===== config.mk =====
export PLATFORM = sky130hd
export DESIGN_NAME = ctrl_pipe
export DESIGN_NICKNAME = d
export VERILOG_FILES = /design/src/rtl/ctrl_pipe.sv
export SDC_FILE = /design/constraint.sdc
export NUM_CORES = 1
export LEC_CHECK = 0
export BUFFER_PORTS_ARGS = -buffer_cell sky130_fd_sc_hd__buf_2
export CAP_MARGIN = 10
export CORE_AREA = 2 2 60 62
export DETAILED_ROUTE_END_ITERATION = 12
export DIE_AREA = 0 0 62 64
export MAX_ROUTING_LAYER = met4
export PLACE_DENSITY_LB_ADDON = 0.25
export REMOVE_ABC_BUFFERS = 1
export SYNTH_ARGS = -nofsm -noshare
export SYNTH_HDL_FRONTEND = slang
export SYNTH_SLANG_ARGS = --single-unit

===== constraint.sdc =====
create_clock -name clk -period 1.7 [get_ports clk]
set_input_delay 0.34 -clock clk [delete_from_list [all_inputs] [get_ports clk]]
set_output_delay 0.34 -clock clk [all_outputs]
set_load 0.05 [all_outputs]

===== src/rtl/ctrl_pipe.sv =====
// ctrl_pipe: control unit for the 16-bit, 4-bit-opcode pipelined processor.
// It decodes the ID-stage opcode into a control bundle, then carries that
// bundle through the ID/EX, EX/MEM and MEM/WB registers. It also detects
// load-use hazards, inserts bubbles on a stall or a branch flush, and drains
// the pipeline after HLT.
//
// Ports
//   clk, rst_n               clock; synchronous active-low reset
//   id_valid                 IF/ID holds a real instruction
//   id_opcode/rs/rt/rd       ID-stage fields (rs carries rd for LLB/LHB,
//                            rt carries the data register for SW)
//   ex_branch_taken          branch resolved taken in EX; flush ID
//   id_branch                combinational: B/BR is in ID
//   id_stall                 combinational: hold PC and IF/ID this cycle
//   ex_*                     ID/EX control bundle
//   mem_*                    EX/MEM control bundle
//   wb_*                     MEM/WB control bundle
//   halted                   registered: processor halted
module ctrl_pipe #(
  parameter int REG_AW    = 4,
  parameter int ALUOP_W   = 4,
  parameter bit HAZARD_EN = 1'b1
) (
  input  logic               clk,
  input  logic               rst_n,
  input  logic               id_valid,
  input  logic [3:0]         id_opcode,
  input  logic [REG_AW-1:0]  id_rs,
  input  logic [REG_AW-1:0]  id_rt,
  input  logic [REG_AW-1:0]  id_rd,
  input  logic               ex_branch_taken,
  output logic               id_branch,
  output logic               id_stall,
  output logic [ALUOP_W-1:0] ex_aluop,
  output logic               ex_alusrc,
  output logic               ex_memread,
  output logic               ex_memwrite,
  output logic [1:0]         ex_memtoreg,
  output logic               ex_regwrite,
  output logic [REG_AW-1:0]  ex_rd,
  output logic               mem_memread,
  output logic               mem_memwrite,
  output logic [1:0]         mem_memtoreg,
  output logic               mem_regwrite,
  output logic [REG_AW-1:0]  mem_rd,
  output logic [1:0]         wb_memtoreg,
  output logic               wb_regwrite,
  output logic [REG_AW-1:0]  wb_rd,
  output logic               halted
);

  // Control bundles. Each stage keeps only the fields that the later stages
  // still use.
  typedef struct packed {
    logic [ALUOP_W-1:0] aluop;
    logic               alusrc;
    logic               memread;
    logic               memwrite;
    logic [1:0]         memtoreg;
    logic               regwrite;
    logic [REG_AW-1:0]  rd;
  } idex_t;

  typedef struct packed {
    logic              memread;
    logic              memwrite;
    logic [1:0]        memtoreg;
    logic              regwrite;
    logic [REG_AW-1:0] rd;
  } exmem_t;

  typedef struct packed {
    logic [1:0]        memtoreg;
    logic              regwrite;
    logic [REG_AW-1:0] rd;
  } memwb_t;

  typedef enum logic [1:0] {RUN = 2'd0, DRAIN = 2'd1, HALTED = 2'd2} state_t;

  localparam logic [3:0] OP_LW  = 4'h8;
  localparam logic [3:0] OP_SW  = 4'h9;
  localparam logic [3:0] OP_LLB = 4'hA;
  localparam logic [3:0] OP_LHB = 4'hB;
  localparam logic [3:0] OP_B   = 4'hC;
  localparam logic [3:0] OP_BR  = 4'hD;
  localparam logic [3:0] OP_PCS = 4'hE;
  localparam logic [3:0] OP_HLT = 4'hF;

  idex_t  idex_q, idex_d, dec;
  exmem_t exmem_q;
  memwb_t memwb_q;
  state_t state_q, state_d;
  logic [1:0] cnt_q, cnt_d;
  logic halted_q;

  logic rs_used, rt_used, hazard, is_hlt, hlt_acc;

  // Decode. B, BR and HLT leave every control bit at zero.
  always_comb begin
    dec    = '0;
    dec.rd = id_rd;
    case (id_opcode)
      4'h0, 4'h1, 4'h2, 4'h3, 4'h7: begin
        dec.aluop    = ALUOP_W'(id_opcode);
        dec.regwrite = 1'b1;
      end
      4'h4, 4'h5, 4'h6: begin
        dec.aluop    = ALUOP_W'(id_opcode);
        dec.alusrc   = 1'b1;
        dec.regwrite = 1'b1;
      end
      OP_LW: begin
        dec.memread  = 1'b1;
        dec.memtoreg = 2'd1;
        dec.alusrc   = 1'b1;
        dec.regwrite = 1'b1;
      end
      OP_SW: begin
        dec.memwrite = 1'b1;
        dec.alusrc   = 1'b1;
      end
      OP_LLB: begin
        dec.aluop    = ALUOP_W'(4'h9);
        dec.alusrc   = 1'b1;
        dec.regwrite = 1'b1;
      end
      OP_LHB: begin
        dec.aluop    = ALUOP_W'(4'h8);
        dec.alusrc   = 1'b1;
        dec.regwrite = 1'b1;
      end
      OP_PCS: begin
        dec.memtoreg = 2'd2;
        dec.regwrite = 1'b1;
      end
      default: ;
    endcase
  end

  always_comb begin
    rs_used = (id_opcode <= OP_LHB) || (id_opcode == OP_BR);
    rt_used = (id_opcode <= 4'h3) || (id_opcode == 4'h7) || (id_opcode == OP_SW);
  end

  // Load-use: a load in EX writes a register that the instruction in ID
  // reads. Register 0 always reads as zero, so it never creates a hazard.
  assign hazard = HAZARD_EN && idex_q.memread && idex_q.regwrite &&
                  (idex_q.rd != '0) && id_valid &&
                  ((rs_used && (idex_q.rd == id_rs)) ||
                   (rt_used && (idex_q.rd == id_rt)));

  assign is_hlt  = id_valid && (id_opcode == OP_HLT);
  // A HLT in ID is discarded when the branch ahead of it is taken.
  assign hlt_acc = is_hlt && !ex_branch_taken && (state_q == RUN) && !hazard;

  assign id_branch = id_valid && ((id_opcode == OP_B) || (id_opcode == OP_BR));
  assign id_stall  = ((state_q != RUN) && !ex_branch_taken) ||
                     (hazard && !ex_branch_taken) ||
                     (is_hlt && !ex_branch_taken && (state_q == RUN));

  // ID/EX load selection, in priority order.
  always_comb begin
    idex_d = '0;
    if (ex_branch_taken)       idex_d = '0;
    else if (state_q != RUN)   idex_d = '0;
    else if (hazard)           idex_d = '0;
    else if (!id_valid)        idex_d = '0;
    else if (is_hlt)           idex_d = '0;
    else                       idex_d = dec;
  end

  // Halt FSM. After HLT is accepted, the counter delays HALTED by three
  // edges so that the older instructions can retire through WB. A taken
  // branch cannot sit behind a HLT, so the FSM ignores the flush in DRAIN.
  always_comb begin
    state_d = state_q;
    cnt_d   = cnt_q;
    case (state_q)
      RUN: if (hlt_acc) begin
        state_d = DRAIN;
        cnt_d   = 2'd2;
      end
      DRAIN: begin
        if (cnt_q == 2'd0) state_d = HALTED;
        else               cnt_d   = cnt_q - 2'd1;
      end
      HALTED: state_d = HALTED;
      default: begin
        state_d = RUN;
        cnt_d   = 2'd0;
      end
    endcase
  end

  always_ff @(posedge clk) begin
    if (!rst_n) begin
      idex_q   <= '0;
      exmem_q  <= '0;
      memwb_q  <= '0;
      state_q  <= RUN;
      cnt_q    <= 2'd0;
      halted_q <= 1'b0;
    end else begin
      idex_q           <= idex_d;
      // The stages below ID never stall.
      exmem_q.memread  <= idex_q.memread;
      exmem_q.memwrite <= idex_q.memwrite;
      exmem_q.memtoreg <= idex_q.memtoreg;
      exmem_q.regwrite <= idex_q.regwrite;
      exmem_q.rd       <= idex_q.rd;
      memwb_q.memtoreg <= exmem_q.memtoreg;
      memwb_q.regwrite <= exmem_q.regwrite;
      memwb_q.rd       <= exmem_q.rd;
      state_q          <= state_d;
      cnt_q            <= cnt_d;
      halted_q         <= (state_d == HALTED);
    end
  end

  assign ex_aluop     = idex_q.aluop;
  assign ex_alusrc    = idex_q.alusrc;
  assign ex_memread   = idex_q.memread;
  assign ex_memwrite  = idex_q.memwrite;
  assign ex_memtoreg  = idex_q.memtoreg;
  assign ex_regwrite  = idex_q.regwrite;
  assign ex_rd        = idex_q.rd;
  assign mem_memread  = exmem_q.memread;
  assign mem_memwrite = exmem_q.memwrite;
  assign mem_memtoreg = exmem_q.memtoreg;
  assign mem_regwrite = exmem_q.regwrite;
  assign mem_rd       = exmem_q.rd;
  assign wb_memtoreg  = memwb_q.memtoreg;
  assign wb_regwrite  = memwb_q.regwrite;
  assign wb_rd        = memwb_q.rd;
  assign halted       = halted_q;

endmodule


==> impl_metrics.yaml, run 1 <==
status:
  status: "complete, but fails checks"
  violations: "setup timing"
setup_path:
  rrSetupSlack_ns: 0.02
  worstSetupPathType: "flop to output pin"
  worst-r2r-cell-count: 6
  crit-reg2reg-launch: "ex_rd[1]$_SDFF_PP0_"
  path_cells: "or4_1 -> nand4_1 -> o41ai_2 -> o21ba_2 -> buf_6"
  path_delay_family: "simple AND/OR/NAND/NOR gates"
  crit_required_ns: 1.36
  path_buf_inv: 1
  r2r_end: "ex_regwrite$_SDFF_PP0_"
  critPathMaxStageDelay_ns: 0.50
  startpoint: "ex_rd[1]$_SDFF_PP0_"
  crit_slowest_cell: "or4_1"
  cp_max_fo: 3
  start_kind: "flop"
  arrival_ns: 1.79
  cp-end-kind: "output pin"
global_routing:
  overflow: 0
  grt_pass1_wl_mm: 4.84
  grt_max_degree: 21
  antenna_found_initial: 0
  grt_pass1_vias: 1071
  grtUsageTotal_pct: 16.9
cts:
  clock_latency_ns: 0.34
  clock_sinks: 33
  htree_levels: 2
  cts_tree: "done"
  numCtsBuffers: 5
  clk_pin_slew_ns: 0.10
  clk_path_buf_depth: 2
  clockRootBuffer: "clkbuf_4"
timing:
  setup_viol: 1
  rsz0062_at_grt: "true"
  layout_worst_path_cycle_share_pct: 125
  timing_max_transition_violations_final: 0
  hold_ws_ns: 0.225
  finalHoldViolations: 0
  fin_crit_ns: 2.13
  relSlewSlack_pct: 75.9
  clock.fmax_mhz: 470
  worst_pin_slew_ns: 0.358
  clock_skew_ns: 0.0100
  setup_ws_ns: -0.430
route:
  routed_wl_mm: 3.03
  vias_per_cell: 4.71
  drc: 0
  drt-pass1-iter-count: 4
  via_count: 1196
  wl_per_cell_um: 11.9
  ant_nets: 0
  drt_iter0_markers: 38
finish:
  final.fill_count: 288
  final_cell_area_mm2: 0.00194
  synthToLayoutAreaGrowth_pct: 46.6
  n_antenna_cell: 0
  final_nets: 228
  drive_gt1_share_pct: 46.6
  fin_cells: 254
die:
  initial_utilization_pct: 40.3
  die-height_um: 64
  die_x_um: 62
  ios: 53
  coreArea_mm2: 0.00328
  rows: 21
  die_area_mm2: 0.00397
placed_design:
  dpl_cell_area_mm2: 0.00173
  finalWeightedCongestion: 0.767
  post-place-ws_ns: -0.112
  dp.cells: 245
  dpl.hpwl_mm: 2.24
  port_buffers: 52
hold_path:
  hold_end: "ex_rd[3]$_SDFF_PP0_"
  hold_class: "input pin to flop"
  worstHoldPathCells: 3
  hold_start: "id_rd[3]"
logic_synthesis:
  netlist_area_mm2: 0.00133
  synth_cells: 137
  avgSynthCellArea_um2: 9.67
  synth_top_area_share_pct: 49.9
  synth-seq-cells: 33
  ys_types: 35
  seq_area_frac_synth_pct: 49.9
  yosysWarningCount: 0
  synth_top_cell_by_area: "dfxtp_1"
  ys_top_cells_by_area: "dfxtp_1 (50%), and2_1 (7.1%), xnor2_1 (4.0%), nor3_1 (3.8%), nand2_1 (2.5%)"
power_and_ir_drop:
  worst_ir_drop_vdd_v: 0.000467
  cellLeakagePower_nw: 0.913
  power_density_mw_per_mm2: 820
run:
  maxCapViolations: 0
## state kept, by name (all words and copies together) (netlist names)
| name | flops |
|---|---|
| wb_memtoreg | 2 |
| ex_alusrc | 1 |
| ex_memwrite | 1 |
| halted | 1 |
| mem_regwrite | 1 |
| mem_memwrite | 1 |
| wb_regwrite | 1 |
| ex_rd | 4 |
| mem_rd | 4 |
| mem_memtoreg | 2 |
| ex_memtoreg | 2 |
| cnt_q | 2 |
| wb_rd | 4 |
| ex_aluop | 4 |
| ex_regwrite | 1 |
| state_q | 2 |
## cells by family (layout without fill, tap and decap cells)
group	after synthesis	in the layout	synth area share [%]
AOI/OAI and AO/OA	16	16	8.97
buffers and inverters	14	85	5.85
and+or+nand+nor	62	62	26.8
xor gates and xnor gates	9	9	5.95
DFF	33	33	49.9
muxes	2	2	1.61
adders and majority gates	1	1	0.944
## placed cells by master (no fill, tap or decap), types with 4 or more instances in the layout
master,Yosys,final
and2_1,15,15
buf_2,2,51
buf_4,2,21
clkbuf_4,0,5
dfxtp_1,33,32
nand2_1,9,9
nor2_1,5,5
nor3_2,0,6
nor3b_1,4,4
xnor2_1,6,5
## synth_stat cells
library cell	number
a21boi_0	3
nand2b_1	2
buf_4	2
nor2b_1	2
or4_1	1
mux2_2	1
o21bai_1	1
o41ai_2	1
nor3_1	10
nand2_1	9
inv_1	3
buf_2	2
and2_1	15
buf_1	1
xor2_1	3
nor2_1	5
mux2i_1	1
a2111oi_1	1
nor3b_1	4
nor4_2	1
o21ai_0	3
xnor2_1	6
nor4_1	4
o21ba_2	1
and3b_1	1
o211ai_1	1
nand4_1	2
o21a_1	2
buf_6	2
nand3_1	3
a21oi_1	3
clkbuf_1	4
dfxtp_1	33
ha_1	1
nand3b_1	3
## worst max path at each step
stage,depth (start not counted),to,slack [ns]
after floorplan,3,id_stall,-1.12
after global placement,6,id_stall,-0.09
after detailed placement,6,id_stall,-0.11
after CTS,5,id_stall,-0.42
after global routing,5,id_stall,-0.49
final,5,id_stall,-0.43
## metrics by stage
step	setup TNS, ns	util, %	power [W]
floorplan	-9.13	-	0.000897
global placement	-0.0926	52.8	0.000983
detailed placement	-0.112	52.8	0.000986
CTS	-0.419	57.7	0.00160
global route	-0.606	59.2	0.00165
finish	-0.430	59.2	0.00159
## per-layer routing
metal | GRT usage, % | up-vias | share of wire [%]
met5 | - | - | 0
met4 | 7.18 | 0 | 2.1
met3 | 4.86 | 8 | 6.0
met2 | 25.0 | 38 | 47
met1 | 21.2 | 551 | 45
li1 | - | 599 | -
## worst min-delay path: stages
cell and delay, ns:
buf_2 0.10, nand2_1 0.06, nor3_2 0.03
## where the power goes
group          switching (W)  internal (W)
Clock               0.000257      0.000351
Combinational       0.000115     0.0000824
Sequential        0.00000528      0.000783
Total               0.000377       0.00122
## layout make-up
| type | instances | area (µm²) | area share [%] |
|---|---|---|---|
| Clock inverter | 1 | 30.0 | 1.55 |
| Clock buffer | 7 | 55.1 | 2.83 |
| Sequential cell | 33 | 662 | 34.1 |
| Tap cell | 46 | 57.6 | 2.96 |
| Multi-Input combinational cell | 90 | 683 | 35.2 |
| Timing Repair Buffer | 74 | 444 | 22.9 |
| Inverter | 3 | 11.3 | 0.580 |
## timing repair
| action | in CTS | in global routing |
|---|---|---|
| endpoints found under the setup margin | 2 | 3 |
| resized for setup | 13 | 8 |
| hold buffers | 0 | 0 |
| pin swaps | 7 | 1 |
| setup buffers | 1 | 0 |
No activity file was read; power rests on OpenSTA's default activity.
==> inputs of run 2 (changes only) <==
--- a/config.mk
+++ b/config.mk
@@ -16,3 +16,4 @@
 export SYNTH_ARGS = -nofsm -noshare
 export SYNTH_HDL_FRONTEND = slang
 export SYNTH_SLANG_ARGS = --single-unit
+export TNS_END_PERCENT = 10
==> run 2 against run 1 <==
The flow still finishes with violations (setup timing). Critical path depth is the same. Utilization decreased by 0.34 points. Clock power is essentially flat. Hold slack got worse by 0.016 ns. Wire length grew 0.13%. Cell count unchanged. Register-to-register slack hardly changed. Sequential share of layout area increased by 0.20 points. Clock-buffer cell count is the same. Clock skew increased by 0.00079 ns. Combinational power barely moved. Critical endpoint unchanged.
==> impl_metrics.yaml, run 2 (same netlist as run 1, synthesis figures left out) <==
timing:
  clock.fmax_mhz: 469
  clock_skew_ns: 0.0108
  setup_viol: 1
  worst_pin_slew_ns: 0.356
  finalHoldViolations: 0
  layout_worst_path_cycle_share_pct: 125
  rsz0062_at_grt: "true"
  relSlewSlack_pct: 76.0
  timing_max_transition_violations_final: 0
  finalSetupTns_ns: -0.431
  fin_crit_ns: 2.13
  setup_ws_ns: -0.431
power_and_ir_drop:
  p_sw_share_pct: 23.7
  comb_power_share_pct: 12.3
  power_density_mw_per_mm2: 825
  worst_ir_drop_vdd_v: 0.000467
  internal-power_w: 0.00122
  p_switching_w: 0.000377
  clkPwrFrac_pct: 38.2
  seqPwrFrac_pct: 49.5
  cellLeakagePower_nw: 0.914
cts:
  cts_tree: "done"
  hold_buffers: 0
  clock_latency_ns: 0.34
  clock_sinks: 33
  numCtsBuffers: 5
  clk_pin_slew_ns: 0.10
  clockRootBuffer: "clkbuf_4"
  htree_levels: 2
  clk_path_buf_depth: 2
finish:
  final_nets: 228
  n_antenna_cell: 0
  synthToLayoutAreaGrowth_pct: 45.8
  mostFrequentLayoutCells: "buf_2 (51), dfxtp_1 (32), buf_4 (21), and2_1 (15), nand2_1 (9)"
  fin_cells: 254
  final_common_cell: "buf_2"
  drive_gt1_share_pct: 46.2
setup_path:
  crit_slowest_cell: "or4_1"
  cp-end-kind: "output pin"
  critPathMaxStageDelay_ns: 0.50
  worstSetupPathType: "flop to output pin"
  cp_max_fo: 3
  path_cells: "or4_1 -> nand4_1 -> o41ai_2 -> o21ba_2 -> buf_6"
  arrival_ns: 1.79
  worst-r2r-cell-count: 6
  start_kind: "flop"
  crit_required_ns: 1.36
die:
  ios: 53
  rows: 21
  coreArea_mm2: 0.00328
  die-height_um: 64
  die_x_um: 62
  die_area_mm2: 0.00397
  initial_utilization_pct: 40.3
global_routing:
  grt_pass1_wl_mm: 4.84
  grt_util_met1_pct: 21.2
  antenna_found_initial: 0
  grt_max_degree: 21
  grt_busiest_layer: "met2"
  overflow: 0
  use_met3_pct: 4.86
  use_met2_pct: 25.0
  grt_pass1_vias: 1071
  grtUsageTotal_pct: 16.9
hold_path:
  hold_class: "input pin to flop"
  worstHoldPathCells: 3
route:
  drt_iter0_markers: 38
  via_count: 1192
  ant_nets: 0
  vias_per_cell: 4.69
  drt-pass1-iter-count: 4
  drc: 0
  wl_per_cell_um: 11.9
  routed_wl_mm: 3.03
status:
  status: "complete, but fails checks"
  violations: "setup timing"
placed_design:
  dpl.hpwl_mm: 2.24
  port_buffers: 52
  finalWeightedCongestion: 0.767
  dp.cells: 245
run:
  maxCapViolations: 0
[run 2: power by group through the flow]
stage          sequential, W  combinational (W)  clock [W]
2_1_floorplan       0.000844          0.0000536          0
3_3_place_gp        0.000806           0.000177          0
3_5_place_dp        0.000807           0.000180          0
4_1_cts             0.000789           0.000192   0.000617
5_1_grt             0.000791           0.000210   0.000652
6_report            0.000789           0.000196   0.000608
[run 2: layer usage]
| layer | wire length [µm] | vias up |
|---|---|---|
| li1 | - | 599 |
| met1 | 1350 | 549 |
| met2 | 1430 | 36 |
| met3 | 186 | 8 |
| met4 | 64 | 0 |
| met5 | 0 | - |
[run 2: critical path, delay by kind of cell (launching register included)]
kind / cells / cell delay, ns
compound gates: 2 / 0.33
simple gates: 2 / 0.64
buf+inv: 1 / 0.15
flops: 1 / 0.34
[run 2: path summary, 6_finish.rpt]
path | end | from | slack [ns]
min reg2reg | wb_rd[0]$_SDFF_PN0_ | mem_rd[0]$_SDFF_PN0_ | 0.46
max reg2reg | ex_regwrite$_SDFF_PP0_ | ex_rd[1]$_SDFF_PP0_ | 0.02
max | id_stall | ex_rd[1]$_SDFF_PP0_ | -0.43
min | ex_rd[3]$_SDFF_PP0_ | id_rd[3] | 0.21
[run 2: timing repair]
action / 4_1_cts / 5_1_grt
resized for setup: 13 / 6
setup buffers: 1 / 0
setup endpoints to repair: 2 / 3
hold endpoints to repair: 0 / 0
pin swaps: 7 / 1
[run 2: cell type report]
class / instances / area (µm²)
fill: 290 / 1350
multi-input combinational: 90 / 672
sequential: 33 / 662
timing repair buffer: 74 / 444
tap: 46 / 57.6
clock buffer: 7 / 55.1
clock inverter: 1 / 30.0
inverter: 3 / 11.3
[run 2: stage by stage]
step                      worst slack, ns  total power, W  util (%)  hold WS, ns  area, µm²
after floorplan                     -1.12        0.000897         -        0.411       1260
after global placement            -0.0926        0.000983      52.8        0.438       1730
after detailed placement           -0.112        0.000986      52.8        0.439       1730
after CTS                          -0.419         0.00160      57.7        0.209       1890
after global routing               -0.489         0.00165      58.8        0.220       1930
final                              -0.431         0.00159      58.8        0.210       1930
==> inputs of run 3 (changes only) <==
--- a/config.mk
+++ b/config.mk
@@ -10,7 +10,6 @@
 export CORE_AREA = 2 2 60 62
 export DETAILED_ROUTE_END_ITERATION = 12
 export DIE_AREA = 0 0 62 64
-export MAX_ROUTING_LAYER = met4
 export PLACE_DENSITY_LB_ADDON = 0.25
 export REMOVE_ABC_BUFFERS = 1
 export SYNTH_ARGS = -nofsm -noshare
==> run 3 against run 2 <==
The run still ends with setup timing left. Hold slack better by 0.0067 ns. Setup slack gained 0.0067 ns. Critical endpoint unchanged. Largest power group unchanged. Combinational power hardly changed. Flip-flop and latch count unchanged. Clock-buffer cell count unchanged. First-iteration DRC count decreased by 5.3%. Largest cell class unchanged.
==> impl_metrics.yaml, run 3 (same netlist as run 1, synthesis figures left out) <==
status:
  status: "complete, but fails checks"
  violations: "setup timing"
power_and_ir_drop:
  power_density_mw_per_mm2: 822
  cellLeakagePower_nw: 0.914
  p_switching_w: 0.000372
  clkPwrFrac_pct: 38.0
  comb_power_share_pct: 12.4
  seqPwrFrac_pct: 49.6
  internal-power_w: 0.00122
  worst_ir_drop_vdd_v: 0.000467
  p_sw_share_pct: 23.4
setup_path:
  path_buf_inv: 1
  path_delay_family: "simple AND/OR/NAND/NOR gates"
  cp-end-kind: "output pin"
  crit_slowest_cell: "or4_1"
  cp_max_fo: 3
  arrival_ns: 1.78
  crit_required_ns: 1.36
  start_kind: "flop"
  path_cells: "or4_1 -> nand4_1 -> o41ai_2 -> o21ba_2 -> buf_6"
  worstSetupPathType: "flop to output pin"
  critPathMaxStageDelay_ns: 0.50
cts:
  clk_pin_slew_ns: 0.10
  clock_sinks: 33
  hold_buffers: 0
  numCtsBuffers: 5
  cts_tree: "done"
  clock_latency_ns: 0.33
  htree_levels: 2
  clk_path_buf_depth: 2
  clockRootBuffer: "clkbuf_4"
route:
  wl_met1_mm: 1.34
  drt-pass1-iter-count: 4
  drt_iter0_markers: 36
  top_layer_used: "met4"
  met2_length_mm: 1.43
  routed_wl_mm: 3.02
  via_count: 1192
  drc: 0
  wl_per_cell_um: 11.9
  vias_per_cell: 4.69
  wl_met3_um: 203
  ant_nets: 0
die:
  ios: 53
  coreArea_mm2: 0.00328
  die_x_um: 62
  die_area_mm2: 0.00397
  initial_utilization_pct: 40.3
  rows: 21
  die-height_um: 64
finish:
  final_nets: 228
  fin_cells: 254
  synthToLayoutAreaGrowth_pct: 45.8
  mostFrequentLayoutCells: "buf_2 (51), dfxtp_1 (32), buf_4 (21), and2_1 (15), nand2_1 (9)"
  final_common_cell: "buf_2"
  n_antenna_cell: 0
  drive_gt1_share_pct: 46.2
placed_design:
  dp.cells: 245
  finalWeightedCongestion: 0.757
  dpl.hpwl_mm: 2.24
  post-place-ws_ns: -0.112
  port_buffers: 52
global_routing:
  grt_pass1_vias: 1072
  grt_max_degree: 21
  grt_pass1_wl_mm: 4.84
  overflow: 0
  grtUsageTotal_pct: 16.6
  antenna_found_initial: 0
timing:
  rsz0062_at_grt: "true"
  setup_ws_ns: -0.425
  finalHoldViolations: 0
  layout_worst_path_cycle_share_pct: 125
  clock_skew_ns: 0.0116
  timing_max_transition_violations_final: 0
  setup_viol: 1
  relSlewSlack_pct: 76.0
  worst_pin_slew_ns: 0.356
  fin_crit_ns: 2.12
  clock.fmax_mhz: 471
run:
  maxCapViolations: 0
hold_path:
  hold_class: "input pin to flop"
## run 3: through the flow
step                      setup TNS, ns  util [%]  hold WS, ns  cell area, µm²  total power (W)
after floorplan                   -9.13         -        0.411            1260         0.000897
after global routing             -0.629      58.8        0.211            1930          0.00166
after global placement          -0.0926      52.8        0.438            1730         0.000983
after CTS                        -0.419      57.7        0.209            1890          0.00160
final                            -0.425      58.8        0.217            1930          0.00159
after detailed placement         -0.112      52.8        0.439            1730         0.000986
## run 3: layer usage
layer  global-route usage [%]  up-vias
met5                        0        -
met4                     4.79        0
met3                     7.49        7
met2                     25.0       36
met1                     21.1      549
li1                         -      600
## run 3: area by class of cell
cell class                      instances  area (µm²)
Clock inverter                          1        30.0
Clock buffer                            7        55.1
Inverter                                3        11.3
Tap cell                               46        57.6
Fill cell                             290        1350
Sequential cell                        33         662
Timing Repair Buffer                   74         444
Multi-Input combinational cell         90         672
## run 3: power groups by stage
stage / registers [W] / clock network, W / logic (W)
floorplan: 0.000844 / 0 / 0.0000536
global placement: 0.000806 / 0 / 0.000177
detailed placement: 0.000807 / 0 / 0.000180
CTS: 0.000789 / 0.000617 / 0.000192
global route: 0.000791 / 0.000657 / 0.000210
finish: 0.000789 / 0.000604 / 0.000196
## run 3: worst register-to-register path, cell delays in order (launching register included)
cell and delay, ns:
dfxtp_2 0.34, or4_1 0.50, nand4_1 0.14, o41ai_2 0.11, buf_4 0.15, buf_12 0.15
a2111oi_4 0.19
## run 3: timing repair
item	CTS	global route
endpoints found under the setup margin	2	3
buffers inserted	1	0
gates resized for setup	13	6
pin swaps	7	1
## run 3: final timing paths
check	to	cells after the start	slack [ns]	start
setup / recovery	id_stall	5	-0.42	ex_rd[1]$_SDFF_PP0_
hold / removal	ex_rd[3]$_SDFF_PP0_	3	0.22	id_rd[3]
setup reg to reg	ex_regwrite$_SDFF_PP0_	6	0.02	ex_rd[1]$_SDFF_PP0_
hold reg to reg	wb_rd[0]$_SDFF_PN0_	1	0.46	mem_rd[0]$_SDFF_PN0_
